[config.mk]
export PLATFORM = sky130hd
export DESIGN_NAME = ram_writeback_controller
export DESIGN_NICKNAME = d
export VERILOG_FILES = /design/src/rtl/ram_writeback_controller.sv
export SDC_FILE = /design/constraint.sdc
export NUM_CORES = 1
export LEC_CHECK = 0
export CORE_MARGIN = 1
export CORE_UTILIZATION = 50
export DETAILED_ROUTE_END_ITERATION = 8
export DONT_BUFFER_PORTS = 1
export PLACE_DENSITY = 0.66
export SETUP_SLACK_MARGIN = 0.5
export SLEW_MARGIN = 20
export SYNTH_ARGS = -nofsm -noshare
export SYNTH_HDL_FRONTEND = slang
export SYNTH_SLANG_ARGS = --single-unit
[constraint.sdc]
create_clock -name clk -period 4.3 [get_ports clk]
set_input_delay 0.86 -clock clk [delete_from_list [all_inputs] [get_ports clk]]
set_output_delay 0.86 -clock clk [all_outputs]
set_load 0.03 [all_outputs]
[src/rtl/ram_writeback_controller.sv]
// ram_writeback_controller: buffers store requests from the execute stage in a
// small FIFO and replays them as single-cycle writes to program RAM (poke) or
// variable RAM (store), or as multi-cycle replicated-value bursts (fill).
// All RAM-side outputs are registered; req_ready and busy are combinational.
module ram_writeback_controller #(
    parameter int WORD_SIZE        = 16,
    parameter int ADDR_SIZE        = 8,
    parameter int MODE_SELECT_SIZE = 3,
    parameter int COUNT_SIZE       = 8,
    parameter int FIFO_DEPTH       = 4
) (
    input  logic                        clk,
    input  logic                        rst,
    input  logic                        req_valid,
    output logic                        req_ready,
    input  logic [MODE_SELECT_SIZE-1:0] req_mode,
    input  logic [ADDR_SIZE-1:0]        req_addr,
    input  logic [WORD_SIZE-1:0]        req_data,
    input  logic [COUNT_SIZE-1:0]       req_count,
    output logic                        p_ram_we,
    output logic [ADDR_SIZE-1:0]        p_ram_addr,
    output logic [WORD_SIZE-1:0]        p_ram_wdata,
    output logic                        v_ram_we,
    output logic [ADDR_SIZE-1:0]        v_ram_addr,
    output logic [WORD_SIZE-1:0]        v_ram_wdata,
    output logic                        busy,
    output logic                        err
);

    localparam int PTR_W = $clog2(FIFO_DEPTH);
    localparam logic [PTR_W:0] FULL_OCC = (PTR_W + 1)'(FIFO_DEPTH);

    localparam logic [MODE_SELECT_SIZE-1:0] MODE_POKE  = MODE_SELECT_SIZE'(1);
    localparam logic [MODE_SELECT_SIZE-1:0] MODE_STORE = MODE_SELECT_SIZE'(2);
    localparam logic [MODE_SELECT_SIZE-1:0] MODE_FILL  = MODE_SELECT_SIZE'(3);

    typedef enum logic {
        IDLE,
        FILL
    } state_t;

    state_t state;

    logic [MODE_SELECT_SIZE-1:0] fifo_mode  [FIFO_DEPTH];
    logic [ADDR_SIZE-1:0]        fifo_addr  [FIFO_DEPTH];
    logic [WORD_SIZE-1:0]        fifo_data  [FIFO_DEPTH];
    logic [COUNT_SIZE-1:0]       fifo_count [FIFO_DEPTH];

    logic [PTR_W-1:0] wr_ptr;
    logic [PTR_W-1:0] rd_ptr;
    logic [PTR_W:0]   occ;
    logic [COUNT_SIZE-1:0] remain;

    logic push;
    logic pop;

    logic [MODE_SELECT_SIZE-1:0] head_mode;
    logic [ADDR_SIZE-1:0]        head_addr;
    logic [WORD_SIZE-1:0]        head_data;
    logic [COUNT_SIZE-1:0]       head_count;

    // Ready depends only on occupancy, so a pop on the same edge never lets a
    // push into a full FIFO.
    assign req_ready = (occ != FULL_OCC);
    assign push      = req_valid && req_ready;

    // The head is consumed whenever the sequencer is free: in IDLE, or on the
    // final beat of a fill so the next write follows without a bubble.
    assign pop = (occ != '0) && !(state == FILL && remain != '0);

    assign head_mode  = fifo_mode[rd_ptr];
    assign head_addr  = fifo_addr[rd_ptr];
    assign head_data  = fifo_data[rd_ptr];
    assign head_count = fifo_count[rd_ptr];

    assign busy = (occ != '0) || (state == FILL) || p_ram_we || v_ram_we;

    // Request storage: payload only, no reset needed since occupancy guards it.
    always_ff @(posedge clk) begin
        if (push) begin
            fifo_mode[wr_ptr]  <= req_mode;
            fifo_addr[wr_ptr]  <= req_addr;
            fifo_data[wr_ptr]  <= req_data;
            fifo_count[wr_ptr] <= req_count;
        end
    end

    // FIFO pointers and occupancy; pointers wrap naturally (power-of-two depth).
    always_ff @(posedge clk or posedge rst) begin
        if (rst) begin
            wr_ptr <= '0;
            rd_ptr <= '0;
            occ    <= '0;
        end else begin
            if (push) begin
                wr_ptr <= wr_ptr + 1'b1;
            end
            if (pop) begin
                rd_ptr <= rd_ptr + 1'b1;
            end
            case ({push, pop})
                2'b10:   occ <= occ + 1'b1;
                2'b01:   occ <= occ - 1'b1;
                default: occ <= occ;
            endcase
        end
    end

    // Write sequencer: decodes the popped head into at most one registered
    // RAM write per cycle and steps through fill bursts.
    always_ff @(posedge clk or posedge rst) begin
        if (rst) begin
            state       <= IDLE;
            remain      <= '0;
            p_ram_we    <= 1'b0;
            p_ram_addr  <= '0;
            p_ram_wdata <= '0;
            v_ram_we    <= 1'b0;
            v_ram_addr  <= '0;
            v_ram_wdata <= '0;
            err         <= 1'b0;
        end else begin
            p_ram_we <= 1'b0;
            v_ram_we <= 1'b0;
            err      <= 1'b0;
            if (state == FILL && remain != '0) begin
                // Burst continues: data held, address wraps modulo RAM size.
                v_ram_we   <= 1'b1;
                v_ram_addr <= v_ram_addr + 1'b1;
                remain     <= remain - 1'b1;
            end else begin
                state <= IDLE;
                if (pop) begin
                    case (head_mode)
                        MODE_POKE: begin
                            p_ram_we    <= 1'b1;
                            p_ram_addr  <= head_addr;
                            p_ram_wdata <= head_data;
                        end
                        MODE_STORE: begin
                            v_ram_we    <= 1'b1;
                            v_ram_addr  <= head_addr;
                            v_ram_wdata <= head_data;
                        end
                        MODE_FILL: begin
                            // A zero-length fill is silently dropped.
                            if (head_count != '0) begin
                                v_ram_we    <= 1'b1;
                                v_ram_addr  <= head_addr;
                                v_ram_wdata <= head_data;
                                remain      <= head_count - 1'b1;
                                state       <= FILL;
                            end
                        end
                        default: begin
                            err <= 1'b1;
                        end
                    endcase
                end
            end
        end
    end

endmodule

==> results of run 1 <==
-- area by class of cell --
type                            instances  area [um^2]  area share (%)
Clock inverter                         11         95.1            1.03
Sequential cell                       207         5880            63.6
Multi-Input combinational cell        223         2330            25.2
Tap cell                              216          270            2.92
Inverter                                6         23.8           0.257
Timing Repair Buffer                    6         45.0           0.487
Clock buffer                           29          597            6.45
-- through the flow --
stage | power (mW) | cells | hold slack [ps] | worst slack (ps)
finish | 7.36 | 698 | 243 | 974
global route | 7.74 | 698 | 266 | 818
CTS | 7.43 | 698 | 247 | 972
detailed placement | 5.64 | 658 | 497 | 998
global placement | 5.55 | 658 | 493 | 1060
floorplan | 5.13 | 456 | 467 | 1680
-- flip-flops by register name, summed over array words and instances, names as in the netlist --
| name | count |
|---|---|
| err | 1 |
| fifo_addr | 32 |
| fifo_count | 32 |
| fifo_data | 64 |
| fifo_mode | 12 |
| occ | 3 |
| p_ram_addr | 8 |
| p_ram_wdata | 16 |
| p_ram_we | 1 |
| rd_ptr | 2 |
| remain | 8 |
| state | 1 |
| v_ram_addr | 8 |
| v_ram_wdata | 16 |
| v_ram_we | 1 |
| wr_ptr | 2 |
-- path summary, 6_finish.rpt --
check                        startpoint          endpoint  slack, ps  depth (start not counted)
max                           remain[0]   p_ram_wdata[13]        970                          6
min                                 rst         remain[2]        240                          1
max reg2reg                   remain[0]   p_ram_wdata[13]        970                          6
min reg2reg                      occ[0]            occ[0]        510                          1
max in group asynchronous           rst    p_ram_wdata[0]       3090                          2
min in group clk           req_count[7]  fifo_count[0][7]        450                          0
-- kinds of logic (layout without fill, tap and decap cells) --
kind of cell,after synthesis,count (layout),share of synthesized area (%)
AND/OR/NAND/NOR,81,81,5.53
multiplexers,78,78,15.9
flip-flops,207,207,70.4
buffers and inverters,26,52,1.72
adder cells (fa/ha/maj),8,8,1.29
AO/OA/AOI/OAI,46,46,4.09
XOR/XNOR,10,10,1.05
-- where the power goes --
part	internal [mW]	switching (mW)
clock	1.04	0.745
combinational	0.969	0.943
sequential	2.75	0.913
total	4.76	2.60
-- critical path: cells and delay by family (launching register included) --
family                 cells  cell delay [ps]
DFF                        1              410
AOI/OAI and AO/OA          1              320
and+or+nand+nor            3             1720
muxes                      1              370
buffers and inverters      1              380
-- synth_stat cells (all sizes together) (7+ instances only) --
library cell  instances  share of area (%)
edfxtp              140                 50
dfrtp                67                 20
mux2                 41                6.2
mux4                 35                9.4
nor2                 15               0.67
buf                  14                1.2
nand2                13               0.58
a21oi                 9               0.54
and3                  8               0.60
nor2b                 8               0.60
o21ai                 8               0.48
a21o                  7               0.63
ha                    7                1.0
nand3                 7               0.42
-- placed cells by master, fill, tap and decap left out, types with 5 or more instances in the layout --
| cell | instances |
|---|---|
| edfxtp_1 | 140 |
| dfrtp_1 | 65 |
| mux4_2 | 35 |
| clkbuf_16 | 22 |
| mux2_2 | 17 |
| mux2_4 | 16 |
| nor2_1 | 15 |
| nand2_1 | 13 |
| a21oi_1 | 9 |
| mux2_1 | 8 |
| nor2b_1 | 8 |
| nand3_1 | 7 |
| a21o_1 | 7 |
| o21ai_0 | 7 |
| ha_1 | 7 |
| nor4_1 | 6 |
| xnor2_1 | 6 |
| buf_4 | 6 |
| inv_1 | 5 |
| clkbuf_1 | 5 |
-- routing by layer --
layer | up-vias | part of all wire, %
li1 | 1820 | -
met1 | 2110 | 41
met5 | - | 0
met3 | 28 | 9.2
met4 | 0 | 2.3
met2 | 111 | 47
==> results.yml, run 1 <==
outcome:
  status: "finished clean"
placed_design:
  postPlaceCellArea_um2: 8560
  dp.final_hpwl_mm: 9.66
  io_buffer_count: 0
  gp_congestion: 0.743
drt:
  first_pass_iters: 5
  ant_nets: 0
  drt_wl_total_mm: 15.5
  via_count: 4069
  drt-wirelength-per-cell_um: 22.2
  via_per_inst: 5.83
  drtIter0Drc: 222
  drc: 0
worst_setup_path:
  cp.arrival_ps: 3710
  critPathMaxFanout: 16
  cpPeakStageDelay_ps: 670
  critPathSlowestCell: "or4_1"
  worstPathRequired_ps: 4680
  setup.worst_path.class: "flop to flop"
  crit_path_end_kind: "flop"
  path_cells: "or4_1 > o21a_4 > nor2_1 > and4bb_1 > buf_4 > mux2_2"
  cp-start-kind: "flop"
final_layout:
  fillers: 1230
  drive_above_1_share_pct: 24.5
  synthToLayoutAreaGrowth_pct: 10.7
  fin_util_pct: 57.4
  stdcell_area_um2: 9250
  diodes: 0
  nets: 512
timing:
  worst_pin_slew_ps: 1010
  fmax_ghz: 0.301
  finalClockSkew_ps: 8.31
  fin_crit_sh_pct: 77.3
  setup-tns-final_ps: 0
  setup_viol: 0
  timing.slew.headroom_pct: 32.9
  rsz0062_at_grt: "no"
  slew_viol_final: 0
  hold_viol_final: 0
  fin_crit_ps: 3330
logic_synthesis:
  synthCells: 456
  avgSynthCellArea_um2: 18.3
  synth-seq-area-share_pct: 70.4
  synth_cell_types: 51
  ys.flop_type: "edfxtp_1"
  yosysWarnings: 0
  syn_nets: 502
  synth.cell_area_um2: 8350
  synth-seq-cells: 207
  synth-edff-count: 140
  async_reset_ff_share_pct: 32.4
clock_tree:
  max-clock-path-buffers: 3
  clock-sinks: 207
  post_cts_buffers: 0
  cts_resized: 0
  cts_buffers: 22
  cts_tree: "yes"
  clock_latency_ps: 500
  htree_num_levels: 1
  hold_buffers: 0
  clk_pin_slew_worst_paths_ps: 60
  cts_root_buf: "clkbuf_16"
flow_run:
  max-cap-violations: 0
floorplan:
  die_h_um: 131
  die_area_um2: 17200
  core-area_um2: 16100
  io_pins: 91
  start_util_pct: 51.8
  num_rows: 46
  fp.dieW_um: 131
global_route:
  use_met3_pct: 6.79
  grt_pass1_wl_mm: 24.4
  use_met2_pct: 29.8
  grt_pass1_vias: 4259
  antenna_found_initial: 0
  busiest_layer: "met2"
  grt_start_max_net_pins: 45
  grt_util_all_layers_pct: 18.5
  grt-ovfl-total: 0
  grtUsageMet1_pct: 23.7
power_and_ir_drop:
  power.density_nw_per_um2: 796
  ir_worst_vdd_mv: 0.534
  p_leak_nw: 3.33
worst_hold_path:
  hold_class: "input port to asynchronous set/reset pin"
(Power assumes the default switching activity.)
==> run 2, diff against run 1 <==
PLACE_DENSITY = 0.69   (was 0.66)
clock period = 2.8 ns   (was 4.3 ns; I/O delays follow)
==> run 2 against run 1 <==
  * Routed wire length up 16%
  * Fmax increased by 23%
  * Largest cell class unchanged
  * Worst hold slack got worse by 87 ps
  * Critical path depth is 1 higher
==> results.yml, run 2 (synthesis results as in run 1) <==
power_and_ir_drop:
  ir_worst_vdd_mv: 0.573
  p_leak_nw: 3.79
  power.density_nw_per_um2: 1230
final_layout:
  top_register: "fifo_data"
  fin_util_pct: 63.3
  regArea_um2: 5880
  largest_reg_flops: 64
  nets: 567
  mostFrequentLayoutCells: "edfxtp_1, dfrtp_1, mux2_4"
  synthToLayoutAreaGrowth_pct: 22.2
  stdcell_count: 753
  final_common_cell: "edfxtp_1"
  biggestRegsByFlops: "fifo_data: 64 flops, fifo_addr: 32 flops, fifo_count: 32 flops"
  diodes: 0
  multi_input_area_um2: 2550
  fillers: 1088
  drive_above_1_share_pct: 37.1
drt:
  via_count: 4461
  first_pass_iters: 5
  drtIter0Drc: 345
  ant_nets: 0
  drc: 0
  via_per_inst: 5.92
  drt-wirelength-per-cell_um: 23.9
  drt_wl_total_mm: 18.0
placed_design:
  io_buffer_count: 0
  dp.cells: 676
  gp_congestion: 0.775
  dp.final_hpwl_mm: 10.6
clock_tree:
  clk_pin_slew_worst_paths_ps: 60
  clock-sinks: 207
  max-clock-path-buffers: 3
  cts_buffers: 22
  cts_root_buf: "clkbuf_16"
  htree_num_levels: 1
  cts_tree: "yes"
  clock_latency_ps: 490
timing:
  setup_viol: 0
  slew_viol_final: 0
  fin_crit_sh_pct: 96.5
  fmax_ghz: 0.370
  fin_crit_ps: 2700
  worst_pin_slew_ps: 597
  finalClockSkew_ps: 10.7
  rsz0062_at_grt: "yes"
  setup-tns-final_ps: 0
  hold_viol_final: 0
  timing.slew.headroom_pct: 59.9
worst_hold_path:
  hold_class: "input port to flop"
  hold_start: "req_data[4]"
floorplan:
  start_util_pct: 51.8
  num_rows: 46
  die_h_um: 131
  die_area_um2: 17200
  core-area_um2: 16100
  fp.dieW_um: 131
  io_pins: 91
global_route:
  antenna_found_initial: 0
  grt_pass1_wl_mm: 27.8
  grt_util_all_layers_pct: 21.3
  grt_start_max_net_pins: 42
  grt-ovfl-total: 0
  grt_pass1_vias: 4796
worst_setup_path:
  cpMostUsedCell: "buf_12"
  critPathSlowestCell: "or4_4"
  worstPathRequired_ps: 3180
  crit_path_end_kind: "flop"
  setup.worst_path.class: "flop to flop"
  critPathMaxFanout: 6
  rr_startpoint: "remain[1]"
  startpoint: "remain[1]"
  cp.arrival_ps: 3080
  cp-start-kind: "flop"
  path_cells: "or4_4 > o21a_4 > or4b_4 > a31oi_4 > buf_12 > buf_12 > mux2_4"
  cpPeakStageDelay_ps: 540
flow_run:
  max-cap-violations: 0
outcome:
  status: "finished clean"
-- run 2: worst max-delay path, delay by kind of cell (launching register included) --
kind	cells	cell delay, ps
compound gates	2	470
buf+inv	2	310
flops	1	410
mux	1	300
simple gates	2	1080
-- run 2: metrics by stage --
step	instance area (um^2)	hold slack (ps)	setup slack (ps)	power (mW)
after floorplan	8370	467	223	7.90
after global placement	8770	489	157	8.75
after detailed placement	8770	499	92.2	8.92
after CTS	10000	146	129	12.4
after global routing	10200	140	60.2	13.2
final	10200	156	98.7	12.6
-- run 2: area by class of cell --
type / instances / share of cell area, %
Multi-Input combinational cell: 223 / 25.0
Clock buffer: 33 / 6.20
Inverter: 6 / 0.233
Timing Repair Buffer: 61 / 7.21
Sequential cell: 207 / 57.7
Tap cell: 216 / 2.65
Clock inverter: 7 / 1.05
-- run 2: path summary, 6_finish.rpt --
path,end,slack (ps),cells past startpoint
max,v_ram_wdata[4],100,7
min,fifo_data[2][4],160,0
max reg2reg,v_ram_wdata[4],100,7
min reg2reg,occ[0],520,1
max in group asynchronous,p_ram_wdata[11],1600,3
min in group asynchronous,remain[3],570,2
-- run 2: what timing repair did --
| action | in CTS | in global routing |
|---|---|---|
| hold buffers | 1 | 0 |
| setup endpoints to repair | 59 | 61 |
| gates cloned | 7 | 0 |
| resized for setup | 27 | 36 |
| pin swaps | 13 | 12 |
| hold endpoints to repair | 11 | 0 |
| setup buffers | 22 | 7 |
-- run 2: metal layers --
layer | wire (um) | track usage [%]
met5 | 0 | 0
met4 | 419 | 6.59
met3 | 1450 | 5.98
met2 | 8660 | 34.0
met1 | 7490 | 28.6
-- run 2: report_power, final --
group          switching [mW]  internal [mW]  leakage, nW
clock network            1.11           1.83        0.361
registers                1.29           4.21         2.09
logic                    1.93           2.20         1.35
